<file path="config.mk">
export PLATFORM = sky130hd
export DESIGN_NAME = mesi_mbus_arb
export DESIGN_NICKNAME = d
export VERILOG_FILES = /design/src/rtl/mesi_arb_pkg.sv /design/src/rtl/mesi_rr_pick.sv /design/src/rtl/mesi_mbus_arb.sv
export SDC_FILE = /design/constraint.sdc
export NUM_CORES = 1
export LEC_CHECK = 0
export CAP_MARGIN = 20
export CORE_UTILIZATION = 41
export CTS_BUF_LIST = sky130_fd_sc_hd__clkbuf_16
export DETAILED_ROUTE_END_ITERATION = 10
export PLACE_DENSITY = 0.84
export RECOVER_POWER = 50
export SLEW_MARGIN = 0
export SYNTH_ARGS = -nofsm -noshare
export SYNTH_HDL_FRONTEND = slang
export SYNTH_HIERARCHICAL = 1
export SYNTH_SLANG_ARGS = --single-unit
</file>
<file path="constraint.sdc">
create_clock -name clk -period 4.33 [get_ports clk]
set_clock_uncertainty 0.05 [all_clocks]
set_input_delay 0.866 -clock clk [delete_from_list [all_inputs] [get_ports clk]]
set_output_delay 0.866 -clock clk [all_outputs]
set_load 0.005 [all_outputs]
</file>
<file path="src/rtl/mesi_arb_pkg.sv">
// rtl/mesi_arb_pkg.sv - command/state types and constants shared by the MESI main-bus arbiter
package mesi_arb_pkg;

    localparam int CPU_NUM = 4;

    typedef enum logic [2:0] {
        MBUS_NOP   = 3'd0,
        MBUS_WR    = 3'd1,
        MBUS_RD    = 3'd2,
        MBUS_BR_WR = 3'd3,
        MBUS_BR_RD = 3'd4
    } mbus_cmd_t;

    typedef enum logic [2:0] {
        CBUS_NOP      = 3'd0,
        CBUS_WR_SNOOP = 3'd1,
        CBUS_RD_SNOOP = 3'd2
    } cbus_cmd_t;

    typedef enum logic [1:0] {
        ST_IDLE,
        ST_SNOOP,
        ST_MEM,
        ST_DONE
    } arb_state_t;

    // Encodings outside the defined set behave exactly like NOP.
    function automatic logic mbus_is_active(input logic [2:0] cmd);
        return (cmd == MBUS_WR) || (cmd == MBUS_RD) ||
               (cmd == MBUS_BR_WR) || (cmd == MBUS_BR_RD);
    endfunction

endpackage

</file>
<file path="src/rtl/mesi_rr_pick.sv">
// rtl/mesi_rr_pick.sv - combinational round-robin picker over four requesters
module mesi_rr_pick (
    input  logic [3:0] req,
    input  logic [1:0] ptr,
    output logic       valid,
    output logic [1:0] id
);

    logic [7:0] req_dbl;
    logic [3:0] req_rot;
    logic [1:0] offset;

    // req_rot[i] is requester (ptr + i) mod 4, so the lowest set bit is the winner.
    assign req_dbl = {req, req};
    assign req_rot = req_dbl[ptr +: 4];

    always_comb begin
        valid  = |req;
        offset = 2'd0;
        for (int i = 3; i >= 0; i--) begin
            if (req_rot[i]) begin
                offset = 2'(i);
            end
        end
        id = ptr + offset;
    end

endmodule

</file>
<file path="src/rtl/mesi_mbus_arb.sv">
// rtl/mesi_mbus_arb.sv - MESI main-bus arbiter and sequencer; MESI_ARB_SNOOP_TIMEOUT_EN enables the snoop timeout
module mesi_mbus_arb #(
    parameter int ADDR_WIDTH     = 32,
    parameter int MBUS_CMD_WIDTH = 3,
    parameter int CBUS_CMD_WIDTH = 3,
    parameter int CPU_NUM        = 4,
    parameter int SNOOP_TIMEOUT  = 64
) (
    input  logic                               clk,
    input  logic                               rst,
    input  logic [CPU_NUM*MBUS_CMD_WIDTH-1:0]  mbus_cmd_i,
    input  logic [CPU_NUM*ADDR_WIDTH-1:0]      mbus_addr_i,
    output logic [CPU_NUM-1:0]                 mbus_ack_o,
    output logic [CPU_NUM*CBUS_CMD_WIDTH-1:0]  cbus_cmd_o,
    output logic [ADDR_WIDTH-1:0]              cbus_addr_o,
    input  logic [CPU_NUM-1:0]                 cbus_ack_i,
    output logic                               mem_req_o,
    output logic                               mem_we_o,
    output logic [ADDR_WIDTH-1:0]              mem_addr_o,
    input  logic                               mem_ack_i,
    output logic [1:0]                         grant_id_o,
    output logic                               busy_o,
    output logic                               snoop_err_o
);

    import mesi_arb_pkg::*;

    arb_state_t                state;
    logic [CPU_NUM-1:0]        req;
    logic [CPU_NUM-1:0]        mask;
    logic [CPU_NUM-1:0]        ack_seen;
    logic [CPU_NUM-1:0]        others;
    logic [CPU_NUM-1:0]        seen_next;
    logic [1:0]                rr_ptr;
    logic [1:0]                gid;
    logic [1:0]                pick_id;
    logic                      pick_valid;
    logic [MBUS_CMD_WIDTH-1:0] cmd_arr  [CPU_NUM];
    logic [ADDR_WIDTH-1:0]     addr_arr [CPU_NUM];
    logic [CBUS_CMD_WIDTH-1:0] cbus_q   [CPU_NUM];
    logic [MBUS_CMD_WIDTH-1:0] sel_cmd;
    logic [ADDR_WIDTH-1:0]     sel_addr;
    logic [CBUS_CMD_WIDTH-1:0] snoop_cmd;

`ifdef MESI_ARB_SNOOP_TIMEOUT_EN
    logic [31:0] tmo_cnt;
    logic        snoop_err_q;

    assign snoop_err_o = snoop_err_q;
`else
    assign snoop_err_o = 1'b0;
`endif

    for (genvar k = 0; k < CPU_NUM; k++) begin : g_cpu
        assign cmd_arr[k]  = mbus_cmd_i[k*MBUS_CMD_WIDTH +: MBUS_CMD_WIDTH];
        assign addr_arr[k] = mbus_addr_i[k*ADDR_WIDTH +: ADDR_WIDTH];
        assign req[k]      = mbus_is_active(cmd_arr[k]) && !mask[k];
        assign cbus_cmd_o[k*CBUS_CMD_WIDTH +: CBUS_CMD_WIDTH] = cbus_q[k];
    end

    mesi_rr_pick u_pick (
        .req   (req),
        .ptr   (rr_ptr),
        .valid (pick_valid),
        .id    (pick_id)
    );

    assign sel_cmd   = cmd_arr[pick_id];
    assign sel_addr  = addr_arr[pick_id];
    assign snoop_cmd = (sel_cmd == MBUS_BR_WR) ? CBUS_WR_SNOOP : CBUS_RD_SNOOP;

    // Acks from the requester itself are masked out here, so they never count.
    assign others    = ~(CPU_NUM'(1) << gid);
    assign seen_next = ack_seen | (cbus_ack_i & others);

    always_ff @(posedge clk or negedge rst) begin
        if (!rst) begin
            state       <= ST_IDLE;
            rr_ptr      <= '0;
            mask        <= '0;
            ack_seen    <= '0;
            gid         <= '0;
            grant_id_o  <= '0;
            busy_o      <= 1'b0;
            mbus_ack_o  <= '0;
            cbus_addr_o <= '0;
            mem_req_o   <= 1'b0;
            mem_we_o    <= 1'b0;
            mem_addr_o  <= '0;
            for (int k = 0; k < CPU_NUM; k++) begin
                cbus_q[k] <= '0;
            end
`ifdef MESI_ARB_SNOOP_TIMEOUT_EN
            tmo_cnt     <= '0;
            snoop_err_q <= 1'b0;
`endif
        end else begin
            mbus_ack_o <= '0;
            case (state)
                ST_IDLE: begin
                    mask <= '0;
                    if (pick_valid) begin
                        gid        <= pick_id;
                        grant_id_o <= pick_id;
                        busy_o     <= 1'b1;
                        if ((sel_cmd == MBUS_BR_WR) || (sel_cmd == MBUS_BR_RD)) begin
                            state       <= ST_SNOOP;
                            cbus_addr_o <= sel_addr;
                            for (int k = 0; k < CPU_NUM; k++) begin
                                cbus_q[k] <= (2'(k) == pick_id) ? CBUS_NOP : snoop_cmd;
                            end
`ifdef MESI_ARB_SNOOP_TIMEOUT_EN
                            tmo_cnt <= '0;
`endif
                        end else begin
                            state      <= ST_MEM;
                            mem_req_o  <= 1'b1;
                            mem_we_o   <= (sel_cmd == MBUS_WR);
                            mem_addr_o <= sel_addr;
                        end
                    end
                end

                ST_SNOOP: begin
                    ack_seen <= seen_next;
                    for (int k = 0; k < CPU_NUM; k++) begin
                        if (seen_next[k]) begin
                            cbus_q[k] <= CBUS_NOP;
                        end
                    end
                    if (seen_next == others) begin
                        state <= ST_DONE;
                    end
`ifdef MESI_ARB_SNOOP_TIMEOUT_EN
                    else if (tmo_cnt == 32'(SNOOP_TIMEOUT - 1)) begin
                        snoop_err_q <= 1'b1;
                        for (int k = 0; k < CPU_NUM; k++) begin
                            cbus_q[k] <= CBUS_NOP;
                        end
                        state <= ST_DONE;
                    end else begin
                        tmo_cnt <= tmo_cnt + 32'd1;
                    end
`endif
                end

                ST_MEM: begin
                    if (mem_ack_i) begin
                        mem_req_o <= 1'b0;
                        state     <= ST_DONE;
                    end
                end

                ST_DONE: begin
                    // The mask gives the requester one IDLE cycle to withdraw its command.
                    mbus_ack_o <= CPU_NUM'(1) << gid;
                    mask       <= CPU_NUM'(1) << gid;
                    rr_ptr     <= gid + 2'd1;
                    ack_seen   <= '0;
                    busy_o     <= 1'b0;
                    state      <= ST_IDLE;
                end

                default: begin
                    state <= ST_IDLE;
                end
            endcase
        end
    end

endmodule

</file>
# Yosys cells after proc, flatten, opt, wreduce, memory -nomap -nowiden
# Index checks and enable logic that the tools add are counted.
# totals
register_bits,97
latchBits,0
ram_bits,0
mem_bits_ro,0
inputBits,147
output_inout_bits,86
mem_count,0
# op_classes
addsub,2
mul,0
n_div,0
order_cmp,1
eq_ne,35
n_shift,2
muxes,36
bitwise,5
n_reduce_logical,38
# op_table
operator,n
$bmux 32 s2,1
$mux 32,2
$eq 3x2->1 const B,9
$mux 2,13
$mux 12,2
$pmux 12 s2,1
$reduce_and 4->1,5
$mux 3,6
$ne 2x2->1 const B,9
$pmux 4 s2,2
$eq 3x1->1 const B,5
$eq 3x3->1 const B,5
$logic_or 1x1->1,13
$reduce_and 3->1,3
$pmux 2 s4,1
$reduce_bool 2->1,4
$shiftx 8x3->4,1
$bmux 3 s2,1
$and 4x4->4,1
$eq 2x2->1 const A,2
$eq 2x2->1 const B,2
$eq 4x4->1,1
$logic_and 1x1->1,4
$logic_not 1->1,4
other kinds (16),22

# Depth between registers and ports, before layout
# Gate-level depths: netlist of the first run.
# depth
depth_word,21
ltp_mapped,17

# By module
# The synthesis of the first run kept the hierarchy.
# modules_own_cells
mod,n_inst,cells_per_inst,area_per_inst_um2,seq_area_each_um2
mesi_mbus_arb,1,325,4738.3,2327.2
mesi_rr_pick,1,22,161.4,0.0

# Least setup slack after synthesis of the first run
# Ideal clock, no wire load.
# synth_path
path_kind,input port to flip-flop
start,input mbus_cmd_i[6]
end,register cbus_addr_o[12]
arrival_time_ps,4059
required_time_ps,4155
slack_ps,97
stages,15
cell_sequence,nor2_1 -> xor2_1 -> nor2_1 -> nand2_1 -> a21oi_1 -> o22ai_1 -> o21a_1 -> ha_1 -> xnor2_1 -> xnor2_1 -> mux4_2 -> or3b_4 -> a21oi_4 -> buf_6 -> mux2_2
# synth_between
elab_chain_len,18
word_cells_on_any_way,26
cone_classes,add/sub: 1; eq/ne: 6; shift: 1; mux: 10; bitwise: 1; reduce/logical: 7
# synth_rtl
element,line,rtl
"start, declared",mesi_mbus_arb.sv:11,"input logic [CPU_NUM*MBUS_CMD_WIDTH-1:0] mbus_cmd_i,"
$eq 3x1->1 or $eq 3x2->1 (tied branches),mesi_arb_pkg.sv:29,return (cmd == MBUS_WR) || (cmd == MBUS_RD) ||
$logic_or 1x1->1 (2 in series),mesi_arb_pkg.sv:29,
$logic_or 1x1->1 *,mesi_arb_pkg.sv:30,(cmd == MBUS_BR_WR) || (cmd == MBUS_BR_RD);
$logic_and 1x1->1 *,mesi_mbus_arb.sv:57,assign req[k] = mbus_is_active(cmd_arr[k]) && !mask[k];
via req[2],mesi_mbus_arb.sv:29,logic [CPU_NUM-1:0] req;
$shiftx 8x3->4 *,mesi_rr_pick.sv:15,assign req_rot = req_dbl[ptr +: 4];
$mux 2 (3 in series),mesi_rr_pick.sv:21,if (req_rot[i]) begin
$mux 2 *,mesi_rr_pick.sv:21,
$add 2x2->2 *,mesi_rr_pick.sv:25,id = ptr + offset;
via pick_id[1],mesi_mbus_arb.sv:36,logic [1:0] pick_id;
$not 2->3 (implied by the code) *,"mesi_mbus_arb.sv:68, mesi_mbus_arb.sv:69",
$bmux 3 s2,mesi_mbus_arb.sv:68,assign sel_cmd = cmd_arr[pick_id];
$mux 3 (implied by the code) (2 in series),mesi_mbus_arb.sv:68,
$eq 3x2->1 or $eq 3x3->1 (tied branches),mesi_mbus_arb.sv:106,if ((sel_cmd == MBUS_BR_WR) || (sel_cmd == MBUS_BR_RD)) begin
$logic_or 1x1->1,mesi_mbus_arb.sv:106,
$reduce_and 3->1 (no line),-,
"end signal, assigned",mesi_mbus_arb.sv:108,cbus_addr_o <= sel_addr;
"end, declared",mesi_mbus_arb.sv:15,"output logic [ADDR_WIDTH-1:0] cbus_addr_o,"
# The timed path passes the listed nets; every way through them passes the cells marked *. The select of a mux whose other input is x is not followed.
# A chain may end at the register's enable or synchronous reset.

# Worst setup path after layout of the first run
# layout_path
start,input mbus_cmd_i[2]
end,register cbus_addr_o[8]
# The elaborated chain is that of the path after synthesis.

==> results of run 1 <==
## power by group through the flow
stage,combinational [mW],clock (mW),sequential (mW)
after detailed placement,4.78,0,1.58
after global routing,5.27,0.859,1.62
after global placement,4.60,0,1.56
after CTS,4.80,0.824,1.57
final,4.94,0.805,1.57
after floorplan,2.88,0,1.56
## area by class of cell
type | instances | area share, %
repair buffers | 258 | 33.18
multi-input cells | 227 | 31.11
flip-flops and latches | 93 | 29.30
clock buffers | 9 | 2.836
well taps | 143 | 2.253
clock inverters | 7 | 0.9924
inverters | 7 | 0.3308
## worst register-to-register path, delay by kind of cell, from the launching register on
kind	cells	cell delay, ps
adders and majority gates	1	180
muxes	2	700
and+or+nand+nor	4	940
AOI/OAI and AO/OA	3	390
xor gates and xnor gates	2	400
DFF	1	380
buffers and inverters	2	330
## synthesized netlist by cell type, drive strengths merged
cell type / instances / share of area [%]
and3: 1 / 0.13
nand4b: 1 / 0.18
mux2i: 3 / 0.61
mux2: 74 / 17
or3b: 1 / 0.23
nor2b: 10 / 1.3
a2bb2oi: 1 / 0.18
o21ai: 4 / 0.41
mux4: 35 / 16
a21oi: 9 / 1.2
o32ai: 4 / 0.71
and2: 5 / 0.64
nand3: 2 / 0.20
o2bb2ai: 4 / 0.71
inv: 7 / 0.54
and2b: 1 / 0.15
buf: 17 / 2.3
nor3b: 1 / 0.26
xnor2: 2 / 0.36
nor2: 19 / 1.5
or3: 1 / 0.13
dfrtp: 93 / 47
nor4: 4 / 0.51
o21a: 1 / 0.15
clkbuf: 7 / 0.54
a22o: 1 / 0.18
nor3: 4 / 0.41
a221o: 1 / 0.20
a21o: 4 / 0.61
nand3b: 1 / 0.15
nand2: 8 / 0.61
o311ai: 1 / 0.33
xor2: 4 / 0.71
or4: 1 / 0.15
ha: 9 / 2.3
a221oi: 1 / 0.18
conb: 1 / 0.077
o211ai: 3 / 0.46
o22ai: 1 / 0.13
## registers in the layout, indices dropped and copies added (netlist names)
signal,count
mem_addr_o,32
ack_seen,4
gid,2
rr_ptr,2
mask,4
cbus_cmd_o,8
busy_o,1
mbus_ack_o,4
cbus_addr_o,32
state,2
mem_req_o,1
mem_we_o,1
## routing by layer
metal	global-route usage (%)	vias to the layer above	part of all wire, %
met5	0	-	0
met4	9.009	0	2.4
met3	4.975	33	6.9
met2	44.96	183	55
met1	25.76	2013	36
li1	-	1797	-
## logic make-up (layout without fill, tap and decap cells)
group | count (synthesis) | in the layout | share of synthesized area (%)
buf+inv | 31 | 281 | 3.371
compound gates | 35 | 35 | 5.491
fa+ha+maj | 9 | 9 | 2.298
simple gates | 60 | 60 | 6.487
mux | 112 | 112 | 33.71
flops | 93 | 93 | 47.50
other cells | 1 | 5 | 0.07654
xor+xnor | 6 | 6 | 1.073
## worst min-delay path by stage
stage,slack (ps),startpoint,depth (start not counted),to
final,430,cbus_addr_o[5],1,cbus_addr_o[5]
after global routing,460,cbus_addr_o[22],1,cbus_addr_o[22]
after CTS,440,cbus_addr_o[5],1,cbus_addr_o[5]
after detailed placement,420,cbus_addr_o[5],1,cbus_addr_o[5]
after global placement,420,cbus_cmd_o[0],1,cbus_cmd_o[0]
after floorplan,420,cbus_cmd_o[0],1,cbus_cmd_o[0]
## repair_timing
item / in CTS / in global routing
setup buffers: 0 / 3
gates resized for setup: 1 / 18
pin swaps: 0 / 9
cloned: 0 / 4
endpoints found under the setup margin: 25 / 72
hold buffers: 0 / 0
==> impl_metrics.tcl, run 1 <==
set metrics [dict create \
    outcome "finished with violations" \
    violations "design-rule violations, max-capacitance violations, max-slew violations" \
    cp-startpoint "mbus_cmd_i[2]" \
    numCtsBuffers 9 \
    hold_viol 0 \
    place_area_um2 7466 \
    cp-start-kind "primary input" \
    slowest_stage "clkdlybuf4s50_1" \
    rr_endpoint "cbus_addr_o[8]" \
    placed_cells 721 \
    slowest_delay_ps 450 \
    antenna_found_initial 0 \
    power.share.clock_pct 11.0 \
    seq_area_um2 2327 \
    crit_end "cbus_addr_o[8]" \
    power_mw 7.319 \
    wl_per_cell_um 20.35 \
    period_share_pct 98.70 \
    worstSetupPathType "primary input to flop" \
    diodes 0 \
    path_buf_inv 4 \
    setup_viol 0 \
    final_common_cell "clkdlybuf4s50_1" \
    slew_headroom_pct -27.48 \
    fin_util_pct 68.97 \
    synth_area_um2 4900 \
    cp-end-kind "flop" \
    leakage_nw 3.341 \
    final_cell_area_um2 7943 \
    area_growth_syn_to_layout_pct 62.10 \
    crit-reg2reg-launch "mask[3]" \
    powerDensity_nw_per_um2 921.5 \
    netlist_instances 347 \
    design.core.area_um2 11520 \
    path_cells "clkdlybuf4s50_1 -> xor2_1 -> nor2_1 -> inv_1 -> a2bb2oi_1 -> o211ai_1 -> o21a_1 -> ha_2 -> xnor2_2 -> xnor2_2 -> mux4_2 -> or3b_4 -> a21oi_4 -> buf_12 -> clkbuf_16 -> mux2_2" \
    fin_crit_ps 4274 \
    cts_max_path_buffers 2 \
    fmax_mhz 234.0 \
    start_util_pct 42.55 \
    drv_slew 77 \
    fin_nets 752 \
    pre_cts_ws_ps -371.2 \
    portBuffers 227 \
    route.detailed.drc 40 \
    timing.hold.ws_ps 432.6 \
    n_fill_cell 831 \
    dr.pass1.iters 7 \
    drive_above_1_share_pct 26.12 \
    grt_max_degree 77 \
    worstRegToRegCells 14 \
    grt_overflow 0 \
    hold_class "flop to flop" \
    h-tree-depth 3 \
    avgSynthCellArea_um2 14.12 \
    tightest_slew_ps 1912 \
    ys_types 45 \
    switching_share_pct 37.02 \
    path_clk_slew_ps 70 \
    vdd_drop_max_mv 0.8578 \
    cts_root_buf "clkbuf_16" \
    die_h_um 111.3 \
    finalSetupTns_ps 0 \
    multiInputGateArea_um2 2471 \
    dp_hpwl_um 11360 \
    dr.first_iter.drc_count 206 \
    final_cell_mix "clkdlybuf4s50_1 (198), dfrtp_1 (93), mux2_2 (58)" \
    drt.antenna.violating_nets 0 \
    grt_usage_pct 23.71 \
    cts_tree "built" \
    setup_ws_ps 56.47 \
    instances_no_fill 744 \
    yosysSeqAreaShare_pct 47.50 \
    grt_pass1_vias 4487 \
    routed_via_density 5.411 \
    share_comb_of_total_power_pct 67.5 \
    grt_pass1_wl_um 23030 \
    pwr-share-seq_pct 21.5 \
    synth_warnings 6 \
    gp_congestion 0.8644 \
    ys_ff_latch 93 \
    power.switching_mw 2.710 \
    die_area_um2 12390 \
    drv_cap 1 \
    cp_data_required_time_ps 4500 \
    rows 39 \
    routed_wl_um 15140 \
    path_max_fanout 6 \
    ios 233 \
    cp_top_family "buffers and inverters" \
    cp_common_cell "xnor2_2" \
    p_int_mw 4.609 \
    r2r_setup_slack_ps 840 \
    vias 4026 \
    cts.sinks 93 \
    die_w_um 111.3 \
    worstPathArrival_ps 4440 \
    crit_cells 16 \
    clkLatencyLatePin_ps 340 \
]
Power figures use the tool's default switching activity.
==> run 2: changes to the inputs <==
Settings changed: CTS_BUF_LIST sky130_fd_sc_hd__clkbuf_16 to default.
==> run 2 against run 1 <==
The run still ends with design-rule violations, max-capacitance violations, max-slew violations left; global-route usage hardly changed; via count is essentially flat; non-clock buffer count did not move; largest cell class unchanged; highest routed layer unchanged.
==> impl_metrics.tcl, run 2 (synthesis gave the netlist of run 1 again) <==
set metrics [dict create \
    outcome "finished with violations" \
    violations "design-rule violations, max-capacitance violations, max-slew violations" \
    cp-end-kind "flop" \
    seq_area_um2 2327 \
    wl_met3_um 955 \
    gp_congestion 0.8644 \
    die_h_um 111.3 \
    grt_overflow 0 \
    numCtsBuffers 9 \
    die_area_um2 12390 \
    grt_pass1_wl_um 23050 \
    final_common_cell "clkdlybuf4s50_1" \
    dr.pass1.iters 7 \
    cts_max_path_buffers 2 \
    fin_util_pct 69.09 \
    cp-start-kind "primary input" \
    top_layer_used "met4" \
    multiInputGateArea_um2 2475 \
    grt_usage_pct 23.75 \
    dr.first_iter.drc_count 200 \
    powerDensity_nw_per_um2 924.0 \
    worstRegToRegCells 14 \
    tightest_slew_ps 1900 \
    worstSetupPathType "primary input to flop" \
    area_growth_syn_to_layout_pct 62.39 \
    slowest_delay_ps 450 \
    setup_ws_ps 78.75 \
    n_fill_cell 830 \
    routed_wl_um 15150 \
    path_buf_inv 4 \
    h-tree-depth 3 \
    setup_viol 0 \
    leakage_nw 3.350 \
    cts.sinks 93 \
    cts_tree "built" \
    drv_cap 1 \
    path_clk_slew_ps 70 \
    slowest_stage "clkdlybuf4s50_1" \
    worstPathArrival_ps 4430 \
    cp_data_required_time_ps 4510 \
    hold_viol 0 \
    slew_headroom_pct -26.65 \
    drv_slew 77 \
    design.core.area_um2 11520 \
    routed_via_density 5.410 \
    grt_pass1_vias 4488 \
    drt.antenna.violating_nets 0 \
    path_max_fanout 6 \
    final_cell_mix "clkdlybuf4s50_1 (196), dfrtp_1 (93), mux2_2 (58)" \
    drive_above_1_share_pct 26.46 \
    path_cells "clkdlybuf4s50_1 -> xor2_1 -> nor2_1 -> inv_1 -> a2bb2oi_1 -> o211ai_1 -> o21a_1 -> ha_2 -> xnor2_2 -> xnor2_2 -> mux4_2 -> or3b_4 -> a21oi_4 -> buf_12 -> clkbuf_16 -> mux2_2" \
    clkLatencyLatePin_ps 340 \
    crit_cells 16 \
    portBuffers 227 \
    fin_nets 752 \
    start_util_pct 42.55 \
    period_share_pct 98.18 \
    rows 39 \
    drt-met1-wl_um 5598 \
    die_w_um 111.3 \
    cp_top_family "buffers and inverters" \
    pre_cts_ws_ps -371.2 \
    dp_hpwl_um 11360 \
    hold-path-cell-count 1 \
    diodes 0 \
    route.detailed.drc 40 \
    finalSetupTns_ps 0 \
    hold_class "flop to flop" \
    wl_per_cell_um 20.36 \
    vias 4025 \
    dr_wl_met2_um 8255 \
    antenna_found_initial 0 \
    vdd_drop_max_mv 0.8588 \
    cp_common_cell "xnor2_2" \
    ios 233 \
    grt_max_degree 77 \
    cts_root_buf "clkbuf_16" \
    fin_crit_ps 4251 \
    fmax_mhz 235.2 \
]
run 2: cell types whose count changed in the layout (fill, tap and decap cells not counted):
cell,change
mux2_1,-1
mux2_4,+1
dlygate4sd3_1,+2
clkinv_1,-1
clkdlybuf4s50_1,-2
clkbuf_8,+1
run 2: metrics by stage:
step                      total power, mW  instances  hold WS [ps]  cell area (µm²)
final                               7.352        744         427.3             7956
after global routing                7.774        744         457.6             7956
after CTS                           7.210        737         437.4             7782
after detailed placement            6.358        721         423.7             7466
after global placement              6.151        721         416.6             7466
after floorplan                     4.446        351         424.1             4915
run 2: layout make-up:
class / instances / area share (%)
clock inverters: 6 / 0.9435
flip-flops and latches: 93 / 29.25
well taps: 143 / 2.249
clock buffers: 10 / 3.004
multi-input cells: 227 / 31.11
repair buffers: 258 / 33.12
inverters: 7 / 0.3302
run 2: path summary, 6_finish.rpt:
kind,startpoint,end,slack [ps]
max in group asynchronous,rst,cbus_addr_o[0],1560
worst min register to register,cbus_addr_o[5],cbus_addr_o[5],430
worst max register to register,mask[2],cbus_addr_o[26],850
worst min-delay path,cbus_addr_o[5],cbus_addr_o[5],430
worst max-delay path,mbus_cmd_i[2],cbus_addr_o[26],80
min in group asynchronous,rst,mbus_ack_o[3],970
run 2: where the power goes:
part           leakage, nW  switching [mW]  internal [mW]
combinational         2.06            2.11           2.85
sequential            1.14           0.261           1.31
clock                0.152           0.355          0.473
run 2: per-layer routing:
metal / global-route usage, % / vias up
li1: - / 1788
met1: 25.80 / 2038
met2: 45.04 / 168
met3: 5.303 / 31
met4: 8.468 / 0
met5: 0 / -
run 2: what timing repair did:
action,CTS,global route
setup endpoints to repair,28,72
cloned,0,4
hold buffers,0,0
setup buffers,0,3
gates resized for setup,1,19
pin swaps,0,9
